File: src/rtl/bcd_scan_counter_pkg.sv
// Shared constants and the one-digit BCD step used by the scan counter.
package bcd_scan_counter_pkg;

  localparam int unsigned BCD_W   = 4;
  localparam int unsigned BCD_MAX = 9;

  // One BCD digit step; returns {carry/borrow, next digit}.
  function automatic logic [BCD_W:0] bcd_step(input logic [BCD_W-1:0] dig,
                                              input logic             up);
    logic [BCD_W:0] res;
    res = '0;
    if (up) begin
      if (dig >= BCD_W'(BCD_MAX)) res = {1'b1, BCD_W'(0)};
      else                        res = {1'b0, dig + BCD_W'(1)};
    end else begin
      if (dig == BCD_W'(0))       res = {1'b1, BCD_W'(BCD_MAX)};
      else                        res = {1'b0, dig - BCD_W'(1)};
    end
    return res;
  endfunction

endpackage

File: src/rtl/bcd_scan_counter_if.sv
// Control, count and scan-display signals of the BCD scan counter.
interface bcd_scan_counter_if #(
  parameter int unsigned NUM_DIGITS = 4
);
  localparam int unsigned CNT_W = 4 * NUM_DIGITS;

  logic                  tick;
  logic                  en;
  logic                  up;
  logic                  load;
  logic [CNT_W-1:0]      load_val;
  logic                  lzb;
  logic [CNT_W-1:0]      count;
  logic [3:0]            bcd_out;
  logic [NUM_DIGITS-1:0] dig_sel;
  logic                  blank;
  logic                  wrap;
  logic                  load_err;

  modport master (
    output tick, en, up, load, load_val, lzb,
    input  count, bcd_out, dig_sel, blank, wrap, load_err
  );

  modport slave (
    input  tick, en, up, load, load_val, lzb,
    output count, bcd_out, dig_sel, blank, wrap, load_err
  );
endinterface

File: src/rtl/bcd_scan_counter_bcd_digit.sv
// One BCD digit register with carry chain and validated synchronous load.
module bcd_digit
  import bcd_scan_counter_pkg::*;
(
  input  logic             clk,
  input  logic             rst,
  input  logic             i_load,
  input  logic [BCD_W-1:0] i_load_dig,
  input  logic             i_cin,
  input  logic             i_up,
  output logic [BCD_W-1:0] o_dig,
  output logic             o_carry_c,
  output logic             o_load_err_c
);

  logic [BCD_W-1:0] r_dig;
  logic [BCD_W:0]   w_step;
  logic             w_bad;

  // Next value if this digit steps, and validity of the load digit.
  always_comb begin
    w_step       = bcd_step(r_dig, i_up);
    w_bad        = (i_load_dig > BCD_W'(BCD_MAX));
    o_carry_c    = i_cin & w_step[BCD_W];
    o_load_err_c = i_load & w_bad;
  end

  // Digit register: load beats step; invalid load digits become 0.
  always_ff @(posedge clk or posedge rst) begin
    if (rst) begin
      r_dig <= '0;
    end else if (i_load) begin
      r_dig <= w_bad ? BCD_W'(0) : i_load_dig;
    end else if (i_cin) begin
      r_dig <= w_step[BCD_W-1:0];
    end
  end

  assign o_dig = r_dig;

endmodule

File: src/rtl/bcd_scan_counter.sv
// Multi-digit BCD up/down counter with time-multiplexed digit scan output.
module bcd_scan_counter
  import bcd_scan_counter_pkg::*;
#(
  parameter int unsigned NUM_DIGITS = 4,
  parameter int unsigned SCAN_DIV   = 1000
) (
  input logic               clk,
  input logic               rst,
  bcd_scan_counter_if.slave bus
);

  localparam int unsigned CNT_W   = BCD_W * NUM_DIGITS;
  localparam int unsigned PRESC_W = (SCAN_DIV > 1) ? $clog2(SCAN_DIV) : 1;
  localparam int unsigned IDX_W   = (NUM_DIGITS > 1) ? $clog2(NUM_DIGITS) : 1;

  logic [CNT_W-1:0]      w_count;
  logic [NUM_DIGITS-1:0] w_cin;
  logic [NUM_DIGITS-1:0] w_carry;
  logic [NUM_DIGITS-1:0] w_err;
  logic [NUM_DIGITS-1:0] w_blank_vec;
  logic                  w_zero;

  logic [PRESC_W-1:0]    r_presc;
  logic [IDX_W-1:0]      r_idx;
  logic [BCD_W-1:0]      r_bcd;
  logic [NUM_DIGITS-1:0] r_dig_sel;
  logic                  r_blank;
  logic                  r_wrap;
  logic                  r_load_err;

  // Count strobe enters digit 0 unless a load takes priority; carries ripple up.
  assign w_cin = {w_carry[NUM_DIGITS-2:0], bus.tick & bus.en & ~bus.load};

  for (genvar g = 0; g < NUM_DIGITS; g++) begin : g_dig
    bcd_digit u_dig (
      .clk          (clk),
      .rst          (rst),
      .i_load       (bus.load),
      .i_load_dig   (bus.load_val[g*BCD_W +: BCD_W]),
      .i_cin        (w_cin[g]),
      .i_up         (bus.up),
      .o_dig        (w_count[g*BCD_W +: BCD_W]),
      .o_carry_c    (w_carry[g]),
      .o_load_err_c (w_err[g])
    );
  end

  // A digit is a leading zero if it and all more-significant digits are 0.
  always_comb begin
    w_blank_vec = '0;
    w_zero      = 1'b1;
    for (int k = NUM_DIGITS - 1; k >= 1; k--) begin
      w_zero         = w_zero & (w_count[k*BCD_W +: BCD_W] == BCD_W'(0));
      w_blank_vec[k] = w_zero;
    end
  end

  // Wrap and load-error pulses, one cycle each.
  always_ff @(posedge clk or posedge rst) begin
    if (rst) begin
      r_wrap     <= 1'b0;
      r_load_err <= 1'b0;
    end else begin
      r_wrap     <= w_carry[NUM_DIGITS-1];
      r_load_err <= |w_err;
    end
  end

  // Free-running prescaler advancing the scanned digit index.
  always_ff @(posedge clk or posedge rst) begin
    if (rst) begin
      r_presc <= '0;
      r_idx   <= '0;
    end else if (r_presc == PRESC_W'(SCAN_DIV - 1)) begin
      r_presc <= '0;
      r_idx   <= (r_idx == IDX_W'(NUM_DIGITS - 1)) ? IDX_W'(0) : r_idx + IDX_W'(1);
    end else begin
      r_presc <= r_presc + PRESC_W'(1);
    end
  end

  // Scan outputs registered together so they always describe the same digit.
  always_ff @(posedge clk or posedge rst) begin
    if (rst) begin
      r_bcd     <= '0;
      r_dig_sel <= NUM_DIGITS'(1);
      r_blank   <= 1'b0;
    end else begin
      r_bcd     <= w_count[r_idx*BCD_W +: BCD_W];
      r_dig_sel <= NUM_DIGITS'(1) << r_idx;
      r_blank   <= bus.lzb & w_blank_vec[r_idx];
    end
  end

  assign bus.count    = w_count;
  assign bus.bcd_out  = r_bcd;
  assign bus.dig_sel  = r_dig_sel;
  assign bus.blank    = r_blank;
  assign bus.wrap     = r_wrap;
  assign bus.load_err = r_load_err;

endmodule

File: src/flat_wrapper.sv
// flat-port wrapper written by rule: the top's interface ports become plain ports
module bcd_scan_counter_flat import bcd_scan_counter_pkg::*;
#(
  parameter int unsigned NUM_DIGITS = 4,
  parameter int unsigned SCAN_DIV   = 1000
)
  (clk, rst, bus_tick, bus_en, bus_up, bus_load, bus_load_val, bus_lzb, bus_count, bus_bcd_out, bus_dig_sel, bus_blank, bus_wrap, bus_load_err);
  bcd_scan_counter_if #(.NUM_DIGITS(NUM_DIGITS)) bus_i ();
  input logic clk;
  input logic rst;
  input wire logic [$bits(bus_i.tick)-1:0] bus_tick;
  input wire logic [$bits(bus_i.en)-1:0] bus_en;
  input wire logic [$bits(bus_i.up)-1:0] bus_up;
  input wire logic [$bits(bus_i.load)-1:0] bus_load;
  input wire logic [$bits(bus_i.load_val)-1:0] bus_load_val;
  input wire logic [$bits(bus_i.lzb)-1:0] bus_lzb;
  output wire logic [$bits(bus_i.count)-1:0] bus_count;
  output wire logic [$bits(bus_i.bcd_out)-1:0] bus_bcd_out;
  output wire logic [$bits(bus_i.dig_sel)-1:0] bus_dig_sel;
  output wire logic [$bits(bus_i.blank)-1:0] bus_blank;
  output wire logic [$bits(bus_i.wrap)-1:0] bus_wrap;
  output wire logic [$bits(bus_i.load_err)-1:0] bus_load_err;
  assign bus_i.tick = bus_tick;
  assign bus_i.en = bus_en;
  assign bus_i.up = bus_up;
  assign bus_i.load = bus_load;
  assign bus_i.load_val = bus_load_val;
  assign bus_i.lzb = bus_lzb;
  assign bus_count = bus_i.count;
  assign bus_bcd_out = bus_i.bcd_out;
  assign bus_dig_sel = bus_i.dig_sel;
  assign bus_blank = bus_i.blank;
  assign bus_wrap = bus_i.wrap;
  assign bus_load_err = bus_i.load_err;
  bcd_scan_counter #(.NUM_DIGITS(NUM_DIGITS), .SCAN_DIV(SCAN_DIV)) u_core (.clk(clk), .rst(rst), .bus(bus_i));
endmodule
File: config.mk
export PLATFORM = sky130hd
export DESIGN_NAME = bcd_scan_counter_flat
export DESIGN_NICKNAME = d
export VERILOG_FILES = /design/src/rtl/bcd_scan_counter_pkg.sv /design/src/rtl/bcd_scan_counter_if.sv /design/src/rtl/bcd_scan_counter_bcd_digit.sv /design/src/rtl/bcd_scan_counter.sv /design/src/flat_wrapper.sv
export SDC_FILE = /design/constraint.sdc
export NUM_CORES = 1
export LEC_CHECK = 0
export CAP_MARGIN = 20
export CORE_ASPECT_RATIO = 1.75
export CORE_UTILIZATION = 40
export DETAILED_ROUTE_END_ITERATION = 7
export GPL_ROUTABILITY_DRIVEN = 0
export GPL_TIMING_DRIVEN = 0
export PLACE_DENSITY_LB_ADDON = 0.08
export SETUP_SLACK_MARGIN = 0.1
export SYNTH_ARGS = -nofsm -noshare
export SYNTH_HDL_FRONTEND = slang
export SYNTH_SLANG_ARGS = --single-unit
File: constraint.sdc
create_clock -name clk -period 2.1 [get_ports clk]
set_input_delay 0.42 -clock clk [delete_from_list [all_inputs] [get_ports clk]]
set_output_delay 0.42 -clock clk [all_outputs]
set_load 0.05 [all_outputs]
* After elaboration in Yosys (flattened, before gate mapping) *
Cells that the tools add are included.

word-level totals
  register bits = 39
  bits in latches = 0
  bits in writable memories = 0
  memory bits (read-only) = 0
  bits of input ports = 23
  output and inout port bits = 27
  word-level logic and storage cells = 85
  memories = 0

cells by class
  $add $sub $neg = 10
  multipliers = 0
  div/mod/pow operators = 0
  $lt $le $gt $ge = 9
  eq/ne operators = 2
  shift operators = 2
  multiplexer cells = 28
  bitwise operators = 14
  reductions and logical operators = 9

operator list
  kind                                                         count
  two-way mux 5 bit                                            12
  two-way mux 4 bit                                            12
  adder 4 x 1 -> 4 bit (second input constant)                 4
  >= comparator 4 bit (second input constant)                  4
  > comparator 4 bit (second input constant)                   4
  zero test 4 bit                                              4
  variable part select 16 x 5 -> 4 bit                         1
  subtractor 4 x 1 -> 4 bit (second input constant)            4
  AND 1 bit                                                    13
  adder 10 x 1 -> 10 bit (second input constant)               1
  equality test 10 bit (second input constant)                 1
  two-way mux 10 bit                                           1
  nonzero test 2 bit                                           4
  OR reduction 4 bit                                           1
  << shifter 1 x 2 -> 4 bit (first input constant)             1
  less-than comparator 2 x 3 -> 1 bit (second input constant)  1
  adder 2 x 1 -> 2 bit (second input constant)                 1
  binary-select mux 1 bit (select 2 bit)                       1
  equality test 2 bit (second input constant)                  1
  two-way mux 2 bit                                            1
  two-way mux 1 bit                                            1
  NOT 1 bit                                                    1

* Longest topological paths before layout *
Gate-level depths: netlist of run 1.

  word-level depth = 8
  mapped depth = 7
  gate-level depth less buffers = 7

* Modules after synthesis *
Synthesis of run 1 repeated with hierarchy kept, for this count alone.

unflattened totals
  cell total of the unflattened synthesis = 314
  area, all modules = 2849.0 µm²

modules (own cells, without submodules)
  module            instances  cells each  area each (µm²)  seq. area each (µm²)
  bcd_digit         4          57          450.4            100.1
  bcd_scan_counter  1          86          1047.3           576.8

* Worst setup path after synthesis of run 1 *
No wires, ideal clock.

  kind = reg2reg
  start point = reg u_core.g_dig[0].u_dig.r_dig[1]
  end point = reg u_core.g_dig[3].u_dig.r_dig[0]
  setup time = 128 ps
  arrival = 2360 ps
  required time = 1972 ps
  slack = -387 ps
  cell stages (with the launch flop) = 8
  buffers on the path = 0
  clock period less this slack = 2487 ps
  cell sequence = dfrtp_1 -> inv_1 -> ha_1 -> or3b_4 -> and4_4 -> o21a_4 -> a21oi_4 -> mux2_1

between the ends
  longest elaborated chain between the ends = 7
  elaborated cells on any way between the ends = 9
  classes of those cells = 1 x order compare; 3 x mux; 3 x bitwise; 2 x reduce/logical

ends and longest elaborated chain
  what                                                           line                                                    text
  from (decl)                                                    bcd_scan_counter_bcd_digit.sv:16                        logic [BCD_W-1:0] r_dig;
  from (signal assigned)                                         bcd_scan_counter_bcd_digit.sv:33                        r_dig <= w_bad ? BCD_W'(0) : i_load_dig;
  from (signal assigned)                                         bcd_scan_counter_bcd_digit.sv:35                        r_dig <= w_step[BCD_W-1:0];
  >= comparator 4 bit / zero test 4 bit (equally long branches)  bcd_scan_counter_pkg.sv:13, bcd_scan_counter_pkg.sv:16
  two-way mux 5 bit, on equally long branches                    bcd_scan_counter_pkg.sv:13, bcd_scan_counter_pkg.sv:16
  two-way mux 5 bit (*)                                          bcd_scan_counter_pkg.sv:12                              if (up) begin
  AND 1 bit (*) (3 in a row)                                     bcd_scan_counter_bcd_digit.sv:24                        o_carry_c = i_cin & w_step[BCD_W];
  nonzero test 2 bit (no source line) (*)                        -
  to (signal assigned)                                           bcd_scan_counter_bcd_digit.sv:33
  to (signal assigned)                                           bcd_scan_counter_bcd_digit.sv:35
  to (decl)                                                      bcd_scan_counter_bcd_digit.sv:16

Every way passes the cells marked *; elsewhere a longest branch is shown, timed or not.
A chain may end at the register's enable or synchronous reset.

* Worst setup path after layout of run 1 *
  start point = reg u_core.g_dig[1].u_dig.r_dig[0]
  end point = reg u_core.g_dig[3].u_dig.r_dig[0]

between the ends
  longest elaborated chain between the ends = 6
  elaborated cells on any way between the ends = 8
  classes of those cells = 1 x order compare; 3 x mux; 2 x bitwise; 2 x reduce/logical

ends and longest elaborated chain
  what                                                           line
  from (decl)                                                    bcd_scan_counter_bcd_digit.sv:16
  from (signal assigned)                                         bcd_scan_counter_bcd_digit.sv:33
  from (signal assigned)                                         bcd_scan_counter_bcd_digit.sv:35
  >= comparator 4 bit / zero test 4 bit (equally long branches)  bcd_scan_counter_pkg.sv:13, bcd_scan_counter_pkg.sv:16
  two-way mux 5 bit, on equally long branches                    bcd_scan_counter_pkg.sv:13, bcd_scan_counter_pkg.sv:16
  two-way mux 5 bit (*)                                          bcd_scan_counter_pkg.sv:12
  AND 1 bit (*) (2 in a row)                                     bcd_scan_counter_bcd_digit.sv:24
  nonzero test 2 bit (no source line) (*)                        -

Marks and branches as above.

==> results of run 1 <==
-- registers in the layout, summed over array words and instances, names as in the netlist --
register                  flops
u_core.bus.load_err           1
u_core.bus.bcd_out            4
u_core.r_presc               10
u_core.bus.wrap               1
u_core.bus.blank              1
u_core.r_idx                  2
u_core.bus.dig_sel            4
u_core.g_dig.u_dig.o_dig     16
-- worst max-delay path by stage --
stage | startpoint | endpoint | slack [ps] | cells past startpoint
after floorplan | u_core.g_dig[1].u_dig.o_dig[0] | u_core.g_dig[3].u_dig.o_dig[0] | -120 | 7
after global routing | u_core.g_dig[0].u_dig.o_dig[1] | u_core.g_dig[3].u_dig.o_dig[0] | -90 | 7
after global placement | rst | u_core.g_dig[1].u_dig.o_dig[0] | -380 | 2
after CTS | u_core.g_dig[0].u_dig.o_dig[0] | u_core.g_dig[3].u_dig.o_dig[0] | -40 | 7
final | u_core.g_dig[1].u_dig.o_dig[0] | u_core.g_dig[3].u_dig.o_dig[0] | -60 | 7
after detailed placement | u_core.g_dig[1].u_dig.o_dig[0] | u_core.g_dig[3].u_dig.o_dig[0] | -200 | 7
-- power groups by stage --
stage	logic, W	clock network [W]	registers, W
after global placement	0.000832	0	0.000908
after global routing	0.00106	0.000937	0.000883
final	0.000993	0.000888	0.000876
after CTS	0.000912	0.000905	0.000880
after detailed placement	0.000838	0	0.000908
after floorplan	0.000424	0	0.00105
-- layout make-up --
type	count	area share
Multi-Input combinational cell	230	0.457
Sequential cell	39	0.248
Timing Repair Buffer	78	0.181
Clock buffer	6	0.0348
Tap cell	82	0.0257
Buffer	20	0.0232
Inverter	21	0.0217
Clock inverter	2	0.00879
-- kinds of logic after synthesis --
kind of cell,after synthesis
AOI/OAI and AO/OA,92
adders and majority gates,21
muxes,7
DFF,39
and+or+nand+nor,102
xor gates and xnor gates,8
buffers and inverters,41
-- metrics by stage --
step           TNS, ps  utilization  worst slack (ps)
6_report          -154        0.601             -59.0
4_1_cts           -119        0.571             -41.1
3_5_place_dp      -880        0.520              -199
2_1_floorplan     -245            -              -123
3_3_place_gp     -8090        0.520              -381
5_1_grt           -390        0.601             -92.7
-- per-layer routing --
metal | global-route usage | wire, µm | vias to the layer above
li1 | - | - | 1304
met1 | 0.252 | 3140 | 1395
met2 | 0.429 | 4750 | 80
met3 | 0.0295 | 290 | 14
met4 | 0.129 | 280 | 0
met5 | 0 | 0 | -
-- layout by cell type, fill, tap and decap left out, types with 9 or more instances in the layout --
cell             netlist  final
nor3_1                 9      9
nand2_1               17     17
o21ai_0               24     21
nand3_1               11     11
ha_1                  21     14
dlygate4sd2_1          0      9
clkdlybuf4s50_1        0     36
buf_4                  0     29
inv_1                 21     15
dfrtp_1               38     30
a21oi_1               20     18
clkbuf_1              16     15
nor2_1                31     29
-- critical path: stages (launching register included) --
cell	delay (ps)
dfrtp_4	520
inv_4	90
ha_4	130
or3b_4	390
a22o_4	270
o21a_4	140
a21oi_4	180
mux2_4	310
-- what timing repair did --
action | CTS | global route
cloned | 0 | 0
gates resized for setup | 15 | 23
pin swaps | 7 | 9
endpoints found under the setup margin | 23 | 15
buffers inserted | 17 | 14
==> key figures, run 1 <==
Drt
  • Routed len/inst: approximately 18 µm
  • Vias per cell: 5.84
  • First drt pass iteration count: 4
  • Drt drc: 0
  • DR vias: between 2000 and 3000
  • Routed WL: 8460 µm
  • Routed Antenna Nets: 0
  • Initial DRC Count: 140

Synthesis
  • Top cell type's share of synthesized area: 0.341
  • Synthesized area per cell: 8.99 µm²
  • Yosys reg bits: 39
  • Xor/xnor share of the synthesized area: 0.0251
  • Synth top cells by count: dfrtp_1 (38), nor2_1 (31), o21ai_0 (24)
  • Multiplexer share of the synthesized area: 0.0471
  • Fraction of registers with async set/reset: 1.00
  • Post-synth EDFFs: 0
  • Main combinational cell family by area after synthesis: compound AO/OA/AOI/OAI gates
  • Seq/Total Area, Yosys: 0.351
  • Distinct cells, synth: 62
  • Synth warnings: 0
  • Synth Area in Simple Gates: 0.192
  • Post-Syn Instances: between 300 and 400
  • Post-Synth Adder-Cell Area: 0.0943
  • Post-synthesis compound-gate area fraction: 0.229
  • Synth area leader: dfrtp_1
  • Top FF cell, synth: dfrtp_1
  • Post-synthesis instance area: 2790 µm²
  • Largest cells by area after synthesis: dfrtp_1 (34%), ha_1 (9.4%), o21ai_0 (4.3%)
  • Top-count cell post-synth: dfrtp_1
  • Syn_nets: ~350

Timing
  • Final hold slack: 459 ps
  • Final Slew Violations: 0
  • Fmax: 463 MHz
  • RSZ-0062 raised after global routing: yes
  • Clock Skews: around 9.4 ps
  • Slew @ Worst Pin: 826 ps
  • Final worst slack: -59.0 ps
  • Slew headroom: 0.449
  • Tmin final: 2160 ps
  • Hold Vio Cnt, Final: 0
  • Crit share post-route: 1.03
  • # setup viols final: 3

Place
  • Post-DP Area: between 3000 and 4000 µm²
  • Port Buf Inserts: 47
  • DP HPWL: between 5000 and 6000 µm
  • Placed cells: roughly 440

Clock tree
  • Skew-Pair Late Insertion Delay: around 280 ps
  • TritonCTS clock tree: built
  • CTS Hold Bufs: 0
  • Clock transition at path regs: about 60 ps
  • Max Root-Sink Buffers: 2
  • Clk sinks: 39
  • Root buffer cell: clkbuf_16
  • Num CTS Buffers: 5
  • H-tree levels: 2

Power and ir drop
  • Worst vdd ir: 0.343 mV
  • Seq pwr share: 0.318
  • Clk network pwr share: 0.322
  • Power per cell area: approximately 690 nW/µm²
  • Switching share of power: 0.342
  • Final Power: approximately 0.0028 W
  • Switch Pwr: roughly 0.00094 W
  • Comb power frac: 0.360
  • Internal: about 0.0018 W
  • Leakage power: between 1.5 and 2 nW

Die
  • Initial Utilization: 0.420
  • Die height: 112 µm
  • # IOs: 50
  • Core box area: ~6600 µm²
  • Width of the die: around 65 µm
  • Die footprint: approximately 7300 µm²
  • Row count: 39

Layout
  • Storage cell area: about 1000 µm²
  • Post-Layout Inst Area: between 3000 and 4000 µm²
  • N_diodes: 0
  • Fill cells: about 630
  • Final nets: ~440
  • P&R area growth vs syn: 43.1%
  • Multi-input gate area: roughly 1800 µm²
  • Post-route insts no fill: around 480
  • Layout cell share with drive strength beyond 1: 0.247

Status
  • Status: complete, but fails checks
  • Failing checks: negative setup slack

Worst hold path
  • Hold Path Depth: 1
  • Hold endpoint: u_core.r_presc[0]
  • Hold crit path type: flip-flop to flip-flop
  • Min-delay src: u_core.r_presc[0]

Job
  • Max-cap viol count: 0

Critical path
  • Reg2Reg Depth: 7
  • Critical Path AT: approximately 2300 ps
  • Startpoint Class: flip-flop
  • Worst EP required: approximately 2300 ps
  • Reg-to-reg slack, setup: -60 ps
  • Reg-to-Reg Start: u_core.g_dig[1].u_dig.o_dig[0]
  • Critical Path Fanout Max: 3
  • Worst setup EP type: flip-flop
  • Worst Setup Path Type: flip-flop to flip-flop
  • Reg2reg end: u_core.g_dig[3].u_dig.o_dig[0]

Global route
  • Largest net degree at the start of global routing: 40
  • Vias in the first global route: about 2800
  • Global-route wire length before repair: between 10000 and 15000 µm
  • Tot GR Track Use: 0.235
  • Grt total ovfl: 0
  • Antenna violations before repair: 0
No activity file was read; power rests on OpenSTA's default activity.
==> inputs of run 2 (changes only) <==
- CORE_UTILIZATION: 40 -> 48
- MAX_ROUTING_LAYER: unset -> met4
==> run 2 against run 1 <==
Net effect:
- the flow still finishes with violations (negative setup slack)
- setup slack worse by 19 ps
- sequential share of layout area grew 0.34 points
- die area down 16%
- combinational power is essentially flat
- wire length decreased by 0.74%
- sequential power hardly changed
- total power shrank 7.5%
- global-route usage rose by 5.1 points
- clock power shrank 27%
- fmax shrank 0.87%
- core utilization grew 10 points
==> key figures, run 2 (same netlist as run 1, synthesis figures left out) <==
Worst hold path
  • Min-delay src: u_core.r_presc[0]
  • Hold Path Depth: 1 (unchanged)
  • Hold endpoint: u_core.r_presc[0]
  • Hold crit path type: flip-flop to flip-flop

Clock tree
  • Num CTS Buffers: 5 (unchanged)
  • Clock transition at path regs: 90 ps (+30 ps)
  • Max Root-Sink Buffers: 2 (unchanged)
  • TritonCTS clock tree: built
  • Root buffer cell: clkbuf_8
  • Skew-Pair Late Insertion Delay: 300 ps (+20 ps)
  • Clk sinks: 39 (unchanged)
  • H-tree levels: 2 (unchanged)
  • CTS Hold Bufs: 0 (unchanged)

Job
  • Max-cap viol count: 0 (unchanged)

Die
  • Initial Utilization: 0.499 (+0.0790)
  • Die height: 103 µm (-8.6%)
  • Width of the die: 59.6 µm (-8.4%)
  • Die footprint: 6130 µm² (-16%)
  • Core box area: 5590 µm² (-16%)
  • Row count: 36 (-7.7%)
  • # IOs: 50 (unchanged)

Timing
  • Slew @ Worst Pin: 822 ps (-3.70 ps)
  • Setup TNS: -202 ps (-48.3 ps)
  • Tmin final: 2180 ps (+18.9 ps)
  • Hold Vio Cnt, Final: 0 (unchanged)
  • Fmax: 459 MHz (-0.87%)
  • Final hold slack: 473 ps (+13.6 ps)
  • Crit share post-route: 1.04 (+0.00898)
  • Final worst slack: -77.9 ps (-18.9 ps)
  • Clock Skews: 11.1 ps (+1.71 ps)
  • # setup viols final: 3 (unchanged)
  • Final Slew Violations: 0 (unchanged)
  • RSZ-0062 raised after global routing: yes
  • Slew headroom: 0.451 (+0.00247)

Power and ir drop
  • Power per cell area: 648 nW/µm² (-6.2%)
  • Worst vdd ir: 0.409 mV (+19%)
  • Leakage power: 1.62 nW (-2.6%)
  • Final Power: 0.00255 W (-7.5%)

Place
  • Port Buf Inserts: 47 (unchanged)
  • DP HPWL: 5650 µm (-5.0%)
  • Place WS: -186 ps (+12.8 ps)
  • Post-DP Area: 3440 µm² (-0.22%)

Critical path
  • Worst setup EP type: flip-flop
  • Reg-to-reg slack, setup: -80 ps (-20 ps)
  • Worst EP required: 2290 ps (+20 ps)
  • Reg-to-Reg Start: u_core.g_dig[1].u_dig.o_dig[0]
  • Critical Path Fanout Max: 3 (unchanged)
  • Critical Path AT: 2370 ps (+40 ps)
  • Worst Setup Path Type: flip-flop to flip-flop
  • Startpoint Class: flip-flop
  • Reg2Reg Depth: 7 (unchanged)
  • Reg2reg end: u_core.g_dig[3].u_dig.o_dig[0]

Drt
  • Routed len/inst: 17.9 µm (+1.2%)
  • Initial DRC Count: 131 (-6.4%)
  • First drt pass iteration count: 4 (unchanged)
  • Routed WL: 8400 µm (-0.74%)
  • Drt drc: 0 (unchanged)
  • Vias per cell: 6.03 (+3.2%)
  • Routed Antenna Nets: 0 (unchanged)
  • DR vias: 2827 (+1.2%)

Global route
  • Vias in the first global route: 2659 (-3.8%)
  • Grt total ovfl: 0 (unchanged)
  • Largest net degree at the start of global routing: 40 (unchanged)
  • Tot GR Track Use: 0.286 (+0.0510)
  • Global-route wire length before repair: 12600 µm (-3.6%)
  • Antenna violations before repair: 0 (unchanged)

Layout
  • Largest register FFs: 16 (unchanged)
  • Final nets: 436 (-0.68%)
  • N_diodes: 0 (unchanged)
  • Layout cell share with drive strength beyond 1: 0.254 (+0.00698)
  • Commonest cells after routing, fill and taps aside: clkdlybuf4s50_1 (37), dfrtp_1 (30), nor2_1 (29)
  • Commonest non-fill, non-tap cell in the layout: clkdlybuf4s50_1
  • P&R area growth vs syn: 41.2%
  • Post-Layout Inst Area: 3930 µm² (-1.3%)

Status
  • Status: complete, but fails checks
  • Failing checks: negative setup slack
==> run 2: cell count changes in the layout (fill, tap and decap cells not counted), sizes merged <==
cell / before / now
buf: 36 / 32
clkdlybuf4s50: 36 / 37
clkinv: 1 / 3
dlygate4sd2: 9 / 8
inv: 21 / 20
==> run 2: worst max-delay path: stages, from the launching register on <==
cell and delay (ps):
dfrtp_4 530, inv_4 80, ha_4 110, or3b_4 400, a22o_4 280, o21a_4 150
a21oi_4 200, mux2_4 310
==> run 2: power by group <==
part / internal (W) / switching (W) / leakage (nW) / total [W]
clock: 0.000354 / 0.000297 / 0.0581 / 0.000651
sequential: 0.000802 / 0.0000758 / 0.489 / 0.000878
combinational: 0.000424 / 0.000598 / 1.07 / 0.00102
==> run 2: worst max-delay path by stage <==
stage	from	endpoint	depth (start not counted)
2_1_floorplan	u_core.g_dig[1].u_dig.o_dig[0]	u_core.g_dig[3].u_dig.o_dig[0]	7
3_3_place_gp	rst	u_core.g_dig[1].u_dig.o_dig[0]	2
3_5_place_dp	u_core.g_dig[1].u_dig.o_dig[0]	u_core.g_dig[3].u_dig.o_dig[0]	7
4_1_cts	u_core.g_dig[1].u_dig.o_dig[0]	u_core.g_dig[3].u_dig.o_dig[0]	7
5_1_grt	u_core.g_dig[1].u_dig.o_dig[0]	u_core.g_dig[3].u_dig.o_dig[0]	7
6_report	u_core.g_dig[1].u_dig.o_dig[0]	u_core.g_dig[3].u_dig.o_dig[0]	7
==> run 2: cell type report <==
type,instances,area [µm²]
multi-input cells,230,1860
inverters,21,93.8
repair buffers,75,688
plain buffers,20,93.8
well taps,76,95.1
clock buffers,5,68.8
fillers,483,1650
clock inverters,3,43.8
flip-flops and latches,39,990
==> run 2: per-layer routing <==
layer / track usage / routed length [µm] / share of wire
met2: 0.509 / 4530 / 0.54
met1: 0.293 / 3040 / 0.36
met3: 0.0452 / 465 / 0.055
met5: - / 0 / 0
met4: 0.150 / 362 / 0.043
==> run 2: repair_timing <==
item	CTS	global route
pin swaps	9	14
buffers inserted	19	9
gates cloned	0	0
setup endpoints to repair	23	14
resized for setup	23	26
==> run 2: stage by stage <==
stage,util,std cells
final,0.704,469
after global routing,0.704,469
after CTS,0.672,460
after detailed placement,0.616,433
after global placement,0.616,433
after floorplan,-,310
==> inputs of run 3 (changes only) <==
- CORE_MARGIN: unset -> 2
- CORE_UTILIZATION: 48 -> 49
- CTS_BUF_LIST: unset -> sky130_fd_sc_hd__clkbuf_8
==> run 3 against run 2 <==
Net effect:
- the run still ends with negative setup slack left
- critical path depth did not move
- total power fell by 3.8%
- combinational power fell by 8%
- sequential share of layout area rose by 1.4 points
- critical path type unchanged
- critical endpoint unchanged
==> key figures, run 3 (same netlist as run 1, synthesis figures left out) <==
Critical path
  • Crit path cell chain: inv_4 -> ha_4 -> or3b_4 -> a22o_4 -> o21a_4 -> a21oi_4 -> mux2_4
  • Worst EP required: 2290 ps (about the same)
  • Reg2reg end: u_core.g_dig[3].u_dig.o_dig[0]
  • Critical Path AT: 2350 ps (-20 ps)
  • Worst setup EP type: flip-flop
  • Crit path to: u_core.g_dig[3].u_dig.o_dig[0]
  • Reg-to-Reg Start: u_core.g_dig[1].u_dig.o_dig[0]
  • Reg-to-reg slack, setup: -60 ps (+20 ps)
  • Worst Setup Path Type: flip-flop to flip-flop
  • Reg2Reg Depth: 7 (unchanged)
  • Startpoint Class: flip-flop
  • Crit. Startpoint: u_core.g_dig[1].u_dig.o_dig[0]
  • Critical Path Fanout Max: 5 (+2)
  • Max stage delay cell, worst path: dfrtp_4
  • Slowest stage delay, CP: 520 ps (about the same)

Layout
  • Layout cell share with drive strength beyond 1: 0.197 (-0.0576)
  • Commonest cells after routing, fill and taps aside: clkdlybuf4s50_1 (38), nor2_1 (31), dfrtp_1 (30)
  • Final nets: 424 (-2.8%)
  • Commonest non-fill, non-tap cell in the layout: clkdlybuf4s50_1
  • Largest register FFs: 16 (unchanged)
  • N_diodes: 0 (unchanged)
  • Fill cells: 475 (-1.7%)
  • Layout Utilization: 0.671 (-0.0329)
  • Post-route insts no fill: 457 (-2.6%)
  • P&R area growth vs syn: 33.5%

Timing
  • # setup viols final: 4 (+1)
  • RSZ-0062 raised after global routing: yes
  • Fmax: 463 MHz (+0.80%)
  • Setup TNS: -155 ps (+47.5 ps)
  • Final worst slack: -60.7 ps (+17.2 ps)
  • Crit share post-route: 1.03 (-0.00818)
  • Clock Skews: 8.63 ps (-2.52 ps)
  • Hold Vio Cnt, Final: 0 (unchanged)
  • Slew headroom: 0.442 (-0.00888)
  • Final Slew Violations: 0 (unchanged)
  • Tmin final: 2160 ps (-17.2 ps)
  • Slew @ Worst Pin: 835 ps (+13.3 ps)

Drt
  • Drt drc: 0 (unchanged)
  • Routed Antenna Nets: 0 (unchanged)
  • Routed len/inst: 17.4 µm (-3.1%)
  • Routed WL: 7930 µm (-5.5%)
  • DR vias: 2680 (-5.2%)
  • First drt pass iteration count: 5 (+1)
  • Vias per cell: 5.86 (-2.7%)
  • Initial DRC Count: 127 (-3.1%)

Power and ir drop
  • Power per cell area: 660 nW/µm² (+1.7%)
  • Switching share of power: 0.374 (-0.00642)
  • Leakage power: 1.51 nW (-6.6%)
  • Internal: 0.00154 W (-2.8%)
  • Clk network pwr share: 0.262 (+0.007)
  • Comb power frac: 0.383 (-0.018)
  • Seq pwr share: 0.355 (+0.011)
  • Worst vdd ir: 0.416 mV (+1.9%)
  • Switch Pwr: 0.000918 W (-5.4%)

Die
  • Width of the die: 61.0 µm (+2.4%)
  • Initial Utilization: 0.503 (+0.00406)
  • Core box area: 5540 µm² (-0.81%)
  • Die footprint: 6330 µm² (+3.3%)
  • Die height: 104 µm (+0.94%)
  • Row count: 36 (unchanged)
  • # IOs: 50 (unchanged)

Clock tree
  • Root buffer cell: clkbuf_8
  • Skew-Pair Late Insertion Delay: 300 ps (about the same)
  • Clock transition at path regs: 90 ps (about the same)
  • TritonCTS clock tree: built
  • Num CTS Buffers: 5 (unchanged)
  • Clk sinks: 39 (unchanged)
  • CTS Hold Bufs: 0 (unchanged)
  • Max Root-Sink Buffers: 2 (unchanged)
  • H-tree levels: 2 (unchanged)

Global route
  • Global-route wire length before repair: 13000 µm (+2.8%)
  • Grt total ovfl: 0 (unchanged)
  • Tot GR Track Use: 0.272 (-0.0137)
  • Antenna violations before repair: 0 (unchanged)
  • Gr busiest metal: met2
  • Met2 Resource Use GR: 0.463 (-0.0459)
  • Largest net degree at the start of global routing: 40 (unchanged)
  • Met3 usage: 0.0312 (-0.0140)
  • Vias in the first global route: 2693 (+1.3%)
  • Met1 Track Usage GR: 0.308 (+0.0150)

Status
  • Failing checks: negative setup slack
  • Status: complete, but fails checks

Worst hold path
  • Hold crit path type: flip-flop to flip-flop

Place
  • Place WS: -181 ps (+4.63 ps)
  • Port Buf Inserts: 47 (unchanged)
  • DP HPWL: 5710 µm (+1.1%)
  • Placed cells: 433 (unchanged)

Job
  • Max-cap viol count: 0 (unchanged)
[run 3: cell count changes in the layout (fill, tap and decap cells not counted), moves of 2 or more]
cell,change
inv_1,+3
nor2_2,-2
dlymetal6s2s_1,-2
ha_4,-3
buf_4,-11
nor2_1,+2
ha_1,+2
[run 3: stage by stage]
| stage | cell area (µm²) | power (W) | hold WS [ps] |
|---|---|---|---|
| finish | 3720 | 0.00245 | 468 |
| global route | 3720 | 0.00258 | 499 |
| CTS | 3700 | 0.00244 | 472 |
| detailed placement | 3440 | 0.00174 | 461 |
| global placement | 3440 | 0.00173 | 445 |
| floorplan | 2880 | 0.00147 | 433 |
[run 3: worst max-delay path, delay by kind of cell, from the launching register on]
family                   cells  cell delay [ps]
adder cells (fa/ha/maj)      1              130
flip-flops                   1              520
multiplexers                 1              310
buffers and inverters        1               80
AND/OR/NAND/NOR              1              380
AO/OA/AOI/OAI                3              610
[run 3: how the worst min path moves through the flow]
stage	from	end	slack, ps	cells past startpoint
global placement	u_core.r_presc[0]	u_core.r_presc[0]	440	1
finish	u_core.r_presc[0]	u_core.r_presc[0]	470	1
global route	u_core.r_presc[0]	u_core.r_presc[0]	500	1
CTS	u_core.r_presc[0]	u_core.r_presc[0]	470	1
floorplan	u_core.r_presc[0]	u_core.r_presc[0]	430	1
detailed placement	u_core.r_presc[0]	u_core.r_presc[0]	460	1
[run 3: layout make-up]
cell class / count / area (µm²) / share of cell area
Clock inverter: 3 / 43.8 / 0.0118
Timing Repair Buffer: 63 / 579 / 0.156
Tap cell: 76 / 95.1 / 0.0256
Sequential cell: 39 / 990 / 0.266
Buffer: 20 / 92.6 / 0.0249
Multi-Input combinational cell: 230 / 1760 / 0.474
Clock buffer: 5 / 68.8 / 0.0185
Inverter: 21 / 86.3 / 0.0232
[run 3: power groups by stage]
stage,clock [W],sequential [W],combinational (W)
2_1_floorplan,0,0.00105,0.000424
3_3_place_gp,0,0.000905,0.000825
3_5_place_dp,0,0.000906,0.000837
4_1_cts,0.000661,0.000873,0.000911
5_1_grt,0.000694,0.000880,0.00100
6_report,0.000643,0.000872,0.000939
[run 3: timing repair]
| item | CTS | global route |
|---|---|---|
| hold endpoints to repair | 0 | 0 |
| resized for setup | 18 | 4 |
| endpoints found under the setup margin | 24 | 13 |
| buffers inserted | 15 | 1 |
| pin swaps | 7 | 0 |
[run 3: per-layer routing]
metal  wire (µm)  share of wire
met5           0              0
met4         313          0.039
met3         373          0.047
met2        4250           0.54
met1        2990           0.38
